`config.mk`:
```
export PLATFORM = sky130hd
export DESIGN_NAME = apb_master_bridge
export DESIGN_NICKNAME = d
export VERILOG_FILES = /design/src/rtl/apb_pkg.sv /design/src/rtl/apb_master_bridge.sv
export SDC_FILE = /design/constraint.sdc
export NUM_CORES = 1
export LEC_CHECK = 0
export BUFFER_PORTS_ARGS = -buffer_cell sky130_fd_sc_hd__buf_2
export CORE_UTILIZATION = 35
export DETAILED_ROUTE_END_ITERATION = 7
export HOLD_SLACK_MARGIN = 0.15
export SYNTH_ARGS = -nofsm -noshare
export SYNTH_HDL_FRONTEND = slang
export SYNTH_SLANG_ARGS = --single-unit
export TNS_END_PERCENT = 100
```
`constraint.sdc`:
```
create_clock -name pclk -period 2.01 [get_ports pclk]
set_input_delay 0.201 -clock pclk [delete_from_list [all_inputs] [get_ports pclk]]
set_output_delay 0.201 -clock pclk [all_outputs]
set_load 0.01 [all_outputs]
```
`src/rtl/apb_pkg.sv`:
```
// Shared APB definitions: master FSM state encoding and the word-alignment width.
package apb_pkg;

  typedef enum logic [3:0] {
    IDLE   = 4'b0001,
    SETUP  = 4'b0010,
    ACCESS = 4'b0100,
    ERR    = 4'b1000
  } state_t;

  // Number of byte-address LSBs that must be zero for a word access.
  localparam int unsigned ALIGN_BITS = 2;

endpackage

```
`src/rtl/apb_master_bridge.sv`:
```
// CPU valid/ready request to APB master bridge with alignment check,
// stalled-transfer timeout and back-to-back transfer support.
module apb_master_bridge
  import apb_pkg::*;
#(
  parameter int unsigned N_WIDTH = 32,
  parameter int unsigned N_ADDR  = 10,
  parameter int unsigned TIMEOUT = 16
) (
  input  logic               pclk,
  input  logic               prstn,
  input  logic               cpu_req_valid,
  output logic               cpu_req_ready,
  input  logic               cpu_req_write,
  input  logic [N_ADDR-1:0]  cpu_req_addr,
  input  logic [N_WIDTH-1:0] cpu_req_wdata,
  output logic               cpu_rsp_valid,
  output logic [N_WIDTH-1:0] cpu_rsp_rdata,
  output logic               cpu_rsp_err,
  output logic               psel,
  output logic               penable,
  output logic               pwrite,
  output logic [N_ADDR-1:0]  paddr,
  output logic [N_WIDTH-1:0] pwdata,
  input  logic               pready,
  input  logic [N_WIDTH-1:0] prdata
);

  localparam int unsigned CW = $clog2(TIMEOUT);
  localparam logic [CW-1:0] CNT_LAST = CW'(TIMEOUT - 1);

  state_t        state, state_next;
  logic [CW-1:0] cnt;
  logic          accept, misaligned, done, abort;

  always_comb begin
    cpu_req_ready = (state == IDLE) || ((state == ACCESS) && pready);
    accept        = cpu_req_valid && cpu_req_ready;
    misaligned    = cpu_req_addr[ALIGN_BITS-1:0] != '0;
    done          = (state == ACCESS) && pready;
    abort         = (state == ACCESS) && !pready && (cnt == CNT_LAST);
    state_next    = state;
    unique case (state)
      IDLE: begin
        if (accept) state_next = misaligned ? ERR : SETUP;
      end
      SETUP: state_next = ACCESS;
      ACCESS: begin
        if (accept)              state_next = misaligned ? ERR : SETUP;
        else if (done || abort)  state_next = IDLE;
      end
      ERR:     state_next = IDLE;
      default: state_next = IDLE;
    endcase
  end

  always_ff @(posedge pclk or negedge prstn) begin
    if (!prstn) begin
      state         <= IDLE;
      psel          <= 1'b0;
      penable       <= 1'b0;
      pwrite        <= 1'b0;
      paddr         <= '0;
      pwdata        <= '0;
      cnt           <= '0;
      cpu_rsp_valid <= 1'b0;
      cpu_rsp_err   <= 1'b0;
      cpu_rsp_rdata <= '0;
    end else begin
      state   <= state_next;
      psel    <= (state_next == SETUP) || (state_next == ACCESS);
      penable <= (state_next == ACCESS);
      if (accept && !misaligned) begin
        paddr  <= cpu_req_addr;
        pwrite <= cpu_req_write;
        pwdata <= cpu_req_wdata;
      end
      if (state_next == SETUP)
        cnt <= '0;
      else if ((state == ACCESS) && !pready && (cnt != CNT_LAST))
        cnt <= cnt + CW'(1);
      // ERR responds one cycle late so it never collides with a completing transfer.
      cpu_rsp_valid <= done || abort || (state == ERR);
      cpu_rsp_err   <= abort || (state == ERR);
      cpu_rsp_rdata <= (done && !pwrite) ? prdata : '0;
    end
  end

endmodule

```
==> out/qor.txt, run 1 <==
Die Y = 97.5 um
Mapped cell area = 3190 um2
Total wire length = 7490 um
Final Max Slew Viols = 0
Endpoint class of the critical path = flip-flop
IO Pins = 159
Synth area leaders = dfrtp_1 (67%), mux2_2 (14%), and2_1 (6.3%)
DPL Wire Length = 4760 um
Fmax = 533 MHz
Initial antenna violation count = 0
Crit path launch type = flip-flop
CP max FO = 35
Met2 wire len = 3730 um
Root Buffer = clkbuf_8
P_leak = 2.66 nW
Routed wl met3 = 566 um
Final design utilization = 0.585
Die area = 9510 um2
Diodes inserted = 0
Worst Path Arrival = 2.11 ns
Top sig layer = met4
CTS Buf Count = 9
Tcrit/Tclk final = 0.933
Vias = 2538
Final #Nets = 535
Yosys warnings = 0
Distinct cells, synth = 30
Post-Route M1 WL = 3080 um
Commonest non-fill, non-tap cell in the layout = buf_2
Final hold vios = 0
Post_cts resized = 0
CTS sink count = 87
Worst endpoint required time = 2.24 ns
Max cap viols = 0
Post-CTS Setup Bufs = 0
First-pass GRT wire length = 12600 um
Row count = 34
Mapped Avg Cell Area = 15.0 um2
Starting density of the core = 0.364
Clk_lat worst skew = 0.34 ns
Sequential area share after synthesis = 0.682
GPL Wtd Cong = 0.781
Gate Count Post-Synth = 213
WL/cell = 13.2 um
Status = finished, final reports clean
Routed vias/inst = 4.47
Area growth, synth to finish = 60.7%
Layout cells sized above 1 = 0.483
CTS tree = built
Setup CP Type = reg2reg
Largest net degree at the start of global routing = 44
CTS max path bufs = 2
Clock Skews = 0.00806 ns
Commonest non-fill, non-tap cells in the layout = buf_2 (157), dfrtp_1 (86), dlygate4sd3_1 (75)
Min Tclk post-route = 1.88 ns
Post-route setup TNS = 0 ns
H-Tree Depth = 3
Total gr overflow = 0
Peak VDD IR = 0.503 mV
Final ANT Viol Nets = 0
Synth top area share = 0.674
Number of global-route vias before repair = 2735
Drt first-iter violations = 71
DR pass1 iterations = 4
Rel. slew slack = 0.726
Final setup vio count = 0
Die Wd = 97.5 um
Dominant cell type by area after synthesis = dfrtp_1
Core area = 8760 um2
Min-Delay Path Class = in2reg
Gr usage total = 0.167
Drt drc = 0
Port Buffer Count = 158
Slew @ Worst Pin = 0.410 ns
Syn nets = 293
Pwr dens = 932 nW/um2
RSZ-0062 raised after global routing = no
Fillers = 734
Yosys reg bits = 87
Clock transition at the registers of the reported paths = 0.08 ns
-- power by group --
group          switching (mW)  internal [mW]  total (mW)
clock network           0.599          0.830        1.43
registers               0.164           2.08        2.24
logic                   0.487          0.626        1.11
total                    1.25           3.53        4.78
-- flip-flops by register name, indices dropped and copies added, names as in the netlist --
register and flops:
psel 1, penable 1, cpu_rsp_valid 1, state 4, cpu_rsp_rdata 32, pwdata 32, pwrite 1, cnt 4
cpu_rsp_err 1, paddr 10
-- what timing repair did --
action / CTS / global route
endpoints found under the setup margin: 0 / 0
endpoints found under the hold margin: 103 / 0
hold buffers: 75 / 0
-- cell usage after synthesis, drive strengths merged --
cell type / count
or2: 1
o21ai: 3
nor2b: 2
nand4b: 1
nor3: 3
xor2: 1
nand3: 5
o21bai: 1
a21oi: 2
inv: 1
buf: 6
or3: 1
and2b: 1
nand2b: 5
dfrtp: 86
a211oi: 2
and2: 32
ha: 1
mux2i: 2
clkbuf: 3
mux2: 41
dfstp: 1
a21o: 1
nor4: 1
nor2: 5
o31ai: 2
nand3b: 3
-- cell families after synthesis --
logic type / count (synthesis) / synth area share
multiplexers: 43 / 0.151
XOR/XNOR: 1 / 0.00274
adder cells (fa/ha/maj): 1 / 0.00392
AO/OA/AOI/OAI: 11 / 0.0219
AND/OR/NAND/NOR: 60 / 0.118
buffers and inverters: 10 / 0.0204
flip-flops: 87 / 0.682
-- metal layers --
layer / up-vias / GRT usage
li1: 1207 / -
met4: 0 / 0.0486
met3: 10 / 0.0583
met5: - / 0
met1: 1208 / 0.198
met2: 113 / 0.284
-- cell type report --
type / instances / area [um2] / share of cell area
repair buffers: 240 / 1620 / 0.316
inverters: 1 / 3.75 / 0.000732
flip-flops and latches: 87 / 2180 / 0.425
well taps: 108 / 135 / 0.0263
multi-input cells: 116 / 953 / 0.186
clock inverters: 5 / 106 / 0.0207
clock buffers: 11 / 131 / 0.0256
-- critical path, cell delays in order, from the launching register on --
cell      delay [ns]
dfstp_2         0.62
nand2b_1        0.09
a21o_1          0.21
nor4_4          0.23
buf_12          0.25
mux2_2          0.37
-- stage by stage --
step / hold slack (ns) / setup WS [ns] / power, mW / instances / cell area, um2
5_1_grt: 0.202 / 0.0185 / 5.06 / 568 / 5130
2_1_floorplan: -0.0946 / 0.151 / 2.77 / 213 / 3190
3_3_place_gp: 0.158 / 0.176 / 3.26 / 477 / 4140
3_5_place_dp: 0.166 / 0.146 / 3.28 / 477 / 4140
4_1_cts: 0.157 / 0.135 / 4.85 / 568 / 5130
6_report: 0.196 / 0.134 / 4.78 / 568 / 5130
-- worst paths after layout --
path	startpoint	to	slack [ns]	cells after the start
setup / recovery	state[0]	pwdata[29]	0.13	5
setup reg to reg	state[0]	pwdata[29]	0.13	5
hold reg to reg	pwdata[28]	pwdata[28]	0.50	1
hold / removal	cpu_req_addr[1]	state[3]	0.20	3
max in group asynchronous	prstn	cpu_rsp_rdata[30]	1.12	3
min in group asynchronous	prstn	psel	0.33	2
(Power assumes the default switching activity.)
==> run 2, diff against run 1 <==
--- a/config.mk
+++ b/config.mk
@@ -6,9 +6,12 @@
 export NUM_CORES = 1
 export LEC_CHECK = 0
 export BUFFER_PORTS_ARGS = -buffer_cell sky130_fd_sc_hd__buf_2
+export CELL_PAD_IN_SITES_DETAIL_PLACEMENT = 1
+export CELL_PAD_IN_SITES_GLOBAL_PLACEMENT = 1
 export CORE_UTILIZATION = 35
 export DETAILED_ROUTE_END_ITERATION = 7
 export HOLD_SLACK_MARGIN = 0.15
+export PLACE_DENSITY_LB_ADDON = 0.1
 export SYNTH_ARGS = -nofsm -noshare
 export SYNTH_HDL_FRONTEND = slang
 export SYNTH_SLANG_ARGS = --single-unit
==> out/qor.txt, run 2 (synthesized netlist as in run 1, its figures left out) <==
DR pass1 iterations = 4
Starting density of the core = 0.364
Final design utilization = 0.596
Min-Delay Path Class = in2reg
WHS Path Cells = 3
Routed vias/inst = 4.59
Largest net degree at the start of global routing = 41
Post-route setup TNS = 0 ns
Worst Path Arrival = 2.19 ns
Gr usage total = 0.201
CP max FO = 12
Critical hold path startpoint = cpu_req_addr[1]
Die Y = 97.5 um
H-Tree Depth = 3
CTS max path bufs = 2
Diodes inserted = 0
CTS Buf Count = 9
Reg2Reg Depth = 6
Die area = 9510 um2
Drt first-iter violations = 75
Drt drc = 0
First-pass GRT wire length = 14900 um
Clock Skews = 0.00865 ns
Fillers = 920
RSZ-0062 raised after global routing = yes
WL/cell = 16.3 um
Fmax = 513 MHz
Total wire length = 9280 um
Root Buffer = clkbuf_8
Row count = 34
Hold EP = state[3]
Core area = 8760 um2
Vias = 2614
Area growth, synth to finish = 63.6%
CTS tree = built
Commonest non-fill, non-tap cells in the layout = buf_2 (157), dfrtp_1 (86), dlygate4sd3_1 (75)
Final Max Slew Viols = 0
Clock transition at the registers of the reported paths = 0.08 ns
Final hold vios = 0
FF-to-FF setup slack = 0.06 ns
Endpoint class of the critical path = flip-flop
Status = finished, final reports clean
Peak VDD IR = 0.571 mV
Number of global-route vias before repair = 2968
Worst endpoint required time = 2.25 ns
Rel. slew slack = 0.723
Tcrit/Tclk final = 0.971
Worst setup path start = state[0]
Min Tclk post-route = 1.95 ns
Layout cells sized above 1 = 0.487
Final #Nets = 538
FF-to-FF End = pwdata[11]
Reg-to-Reg Start = state[0]
Final setup vio count = 0
Clk_lat worst skew = 0.35 ns
Port Buffer Count = 158
Total gr overflow = 0
Initial antenna violation count = 0
P_leak = 2.71 nW
Pwr dens = 933 nW/um2
IO Pins = 159
CTS sink count = 87
Max cap viols = 0
Final ANT Viol Nets = 0
Commonest non-fill, non-tap cell in the layout = buf_2
Slew @ Worst Pin = 0.416 ns
Crit path launch type = flip-flop
Setup CP Type = reg2reg
DPL Wire Length = 5370 um
GPL Wtd Cong = 0.695
Die Wd = 97.5 um
Top flop regs = cpu_rsp_rdata: 32 flops, pwdata: 32 flops, paddr: 10 flops
run 2: metrics by stage:
step / instance area, um2 / hold WS [ns] / cells / total power, mW / setup WS (ns)
global route: 5220 / 0.179 / 570 / 5.13 / -0.0230
CTS: 5140 / 0.151 / 565 / 4.85 / 0.0576
global placement: 4150 / 0.176 / 475 / 3.27 / 0.145
detailed placement: 4150 / 0.175 / 475 / 3.30 / 0.0961
finish: 5220 / 0.168 / 570 / 4.87 / 0.0588
floorplan: 3190 / -0.0946 / 213 / 2.77 / 0.151
run 2: what timing repair did:
item | 4_1_cts | 5_1_grt
setup buffers | 0 | 3
hold buffers | 75 | 0
hold endpoints to repair | 104 | 0
endpoints found under the setup margin | 0 | 41
gates resized for setup | 0 | 3
run 2: how the worst max path moves through the flow:
stage	endpoint	slack [ns]
floorplan	pwdata[27]	0.15
global placement	pwdata[12]	0.15
detailed placement	paddr[6]	0.1
CTS	paddr[6]	0.06
global route	paddr[7]	-0.02
finish	pwdata[11]	0.06
run 2: critical path: stages (launching register included):
cell and delay (ns):
dfstp_2 0.57, nand2b_1 0.08, a21o_1 0.21, nor4_4 0.29
buf_6 0.19, clkbuf_16 0.18, mux2_2 0.34
run 2: layout make-up:
class                      count  area, um2  area share
sequential                    87       2180       0.417
timing repair buffer         243       1710       0.327
multi-input combinational    116        961       0.184
tap                          108        135      0.0259
clock buffer                  10        128      0.0244
clock inverter                 5        108      0.0206
inverter                       1       3.75    0.000719
run 2: power breakdown:
group,internal [mW],switching (mW)
clock,0.824,0.606
combinational,0.657,0.526
sequential,2.08,0.178
run 2: layer usage:
layer	GRT usage	up-vias	part of all wire
met5	0	-	0
met4	0.0690	0	0.017
met3	0.0540	15	0.068
met2	0.362	114	0.52
met1	0.228	1275	0.39
li1	-	1210	-
==> run 3, diff against run 2 <==
--- a/config.mk
+++ b/config.mk
@@ -8,7 +8,7 @@
 export BUFFER_PORTS_ARGS = -buffer_cell sky130_fd_sc_hd__buf_2
 export CELL_PAD_IN_SITES_DETAIL_PLACEMENT = 1
 export CELL_PAD_IN_SITES_GLOBAL_PLACEMENT = 1
-export CORE_UTILIZATION = 35
+export CORE_UTILIZATION = 31
 export DETAILED_ROUTE_END_ITERATION = 7
 export HOLD_SLACK_MARGIN = 0.15
 export PLACE_DENSITY_LB_ADDON = 0.1
==> constraint.sdc (replaced) <==
create_clock -name pclk -period 1.72 [get_ports pclk]
set_input_delay 0.258 -clock pclk [delete_from_list [all_inputs] [get_ports pclk]]
set_output_delay 0.258 -clock pclk [all_outputs]
set_load 0.01 [all_outputs]
==> out/qor.txt, run 3 (synthesized netlist as in run 1, its figures left out) <==
DR pass1 iterations = 4
CP max stage cell = dfstp_2
CP max FO = 36
Clk_lat worst skew = 0.34 ns
CP bufs+invs = 1
Fmax = 554 MHz
CTS Buf Count = 9
Min-Delay Path Class = in2reg
Pwr dens = 1060 nW/um2
CP cell instances = nand2b_1 > a21o_1 > nor4_4 > buf_12 > mux2_2
Endpoint class of the critical path = flip-flop
Drt drc = 0
Tcrit/Tclk final = 1.05
Reg-to-Reg Start = state[0]
Stages on worst setup path = 5
Commonest non-fill, non-tap cells in the layout = buf_2 (157), dfrtp_1 (86), dlygate4sd3_1 (74)
DP Cell Count = 507
Power, Total = 5.51 mW
Commonest non-fill, non-tap cell in the layout = buf_2
Area growth, synth to finish = 62.6%
FF-to-FF setup slack = -0.08 ns
Diodes inserted = 0
Die Wd = 103 um
Failing checks = setup timing
Max cap viols = 0
RSZ-0062 raised after global routing = yes
Port Buffer Count = 158
Clock transition at the registers of the reported paths = 0.08 ns
Placed Area = 4220 um2
P_leak = 2.68 nW
Top flop regs = cpu_rsp_rdata: 32 flops, pwdata: 32 flops, paddr: 10 flops
Total gr overflow = 0
Largest net degree at the start of global routing = 88
FF-to-FF End = pwdata[5]
Setup CP Type = reg2reg
Starting density of the core = 0.324
Crit path launch type = flip-flop
IO Pins = 159
WL/cell = 14.8 um
FF/Latch Area = 2180 um2
Gr usage total = 0.172
Worst setup margin = -0.0844 ns
Root Buffer = clkbuf_8
Final hold vios = 0
Critical Path Max Stage Delay = 0.55 ns
Final #Nets = 540
Layout cells sized above 1 = 0.495
Peak VDD IR = 0.428 mV
Initial antenna violation count = 0
CTS max path bufs = 2
Die area = 10700 um2
Critical path endpoint = pwdata[5]
Core area = 9860 um2
Slew @ Worst Pin = 0.468 ns
H-Tree Depth = 3
Final design utilization = 0.526
CTS tree = built
Reg2Reg Depth = 5
Routed vias/inst = 4.35
Final ANT Viol Nets = 0
Final Max Slew Viols = 0
Min Tclk post-route = 1.80 ns
CTS sink count = 87
Clock Skews = 0.00758 ns
Rel. slew slack = 0.688
Row count = 36
First-pass GRT wire length = 13700 um
Number of global-route vias before repair = 2839
Vias = 2595
Total wire length = 8790 um
Worst Path Arrival = 2.04 ns
Cell class contributing the biggest share of worst-path delay = flip-flops
Worst endpoint required time = 1.95 ns
Final instance area = 5190 um2
Worst setup path start = state[0]
Status = finished, violations left
Drt first-iter violations = 30
DPL Wire Length = 5360 um
GPL Wtd Cong = 0.719
Die Y = 103 um
Post-Layout Cell Count = 596
Fillers = 1064
Final setup vio count = 42
Area of the multi-input gates = 963 um2
## run 3: layout make-up
type / count / area share
inverters: 1 / 0.000723
flip-flops and latches: 87 / 0.420
well taps: 133 / 0.0321
clock buffers: 9 / 0.0239
multi-input cells: 116 / 0.186
clock inverters: 5 / 0.0162
repair buffers: 245 / 0.322
## run 3: through the flow
| step | setup slack, ns | setup TNS, ns | hold WS (ns) |
|---|---|---|---|
| 2_1_floorplan | -0.0963 | -1.19 | -0.0376 |
| 3_3_place_gp | -0.0201 | -0.651 | 0.341 |
| 3_5_place_dp | -0.0573 | -1.85 | 0.340 |
| 4_1_cts | -0.0845 | -2.79 | 0.171 |
| 5_1_grt | -0.170 | -6.38 | 0.196 |
| 6_report | -0.0844 | -2.85 | 0.195 |
## run 3: worst register-to-register path: stages (launching register included)
cell      delay, ns
dfstp_2        0.55
nand2b_1       0.08
a21o_1         0.22
nor4_4         0.22
buf_12         0.26
mux2_2         0.38
## run 3: worst min path at each step
stage | end | start | slack [ns] | cells after the start
floorplan | cnt[0] | prstn | -0.04 | 0
global placement | penable | prstn | 0.34 | 2
detailed placement | penable | prstn | 0.34 | 2
CTS | state[3] | cpu_req_addr[0] | 0.17 | 3
global route | state[3] | cpu_req_addr[0] | 0.20 | 3
finish | state[3] | cpu_req_addr[0] | 0.20 | 3
## run 3: metal layers
layer,vias to the layer above,GRT usage,routed length [um]
li1,1207,-,-
met1,1287,0.184,3410
met2,97,0.312,4670
met3,4,0.0679,655
met4,0,0.0488,55
met5,-,0,0
## run 3: repair_timing
action                                 CTS  global route
endpoints found under the hold margin  159             0
setup endpoints to repair               42            42
hold buffers                            74             0
resized for setup                        1             2
cloned                                   0             0
setup buffers                            0             1
pin swaps                                0             1
## run 3: power breakdown
group	switching, mW	internal [mW]	leakage (nW)
registers	0.187	2.43	1.13
clock network	0.721	0.807	0.0978
logic	0.603	0.765	1.46
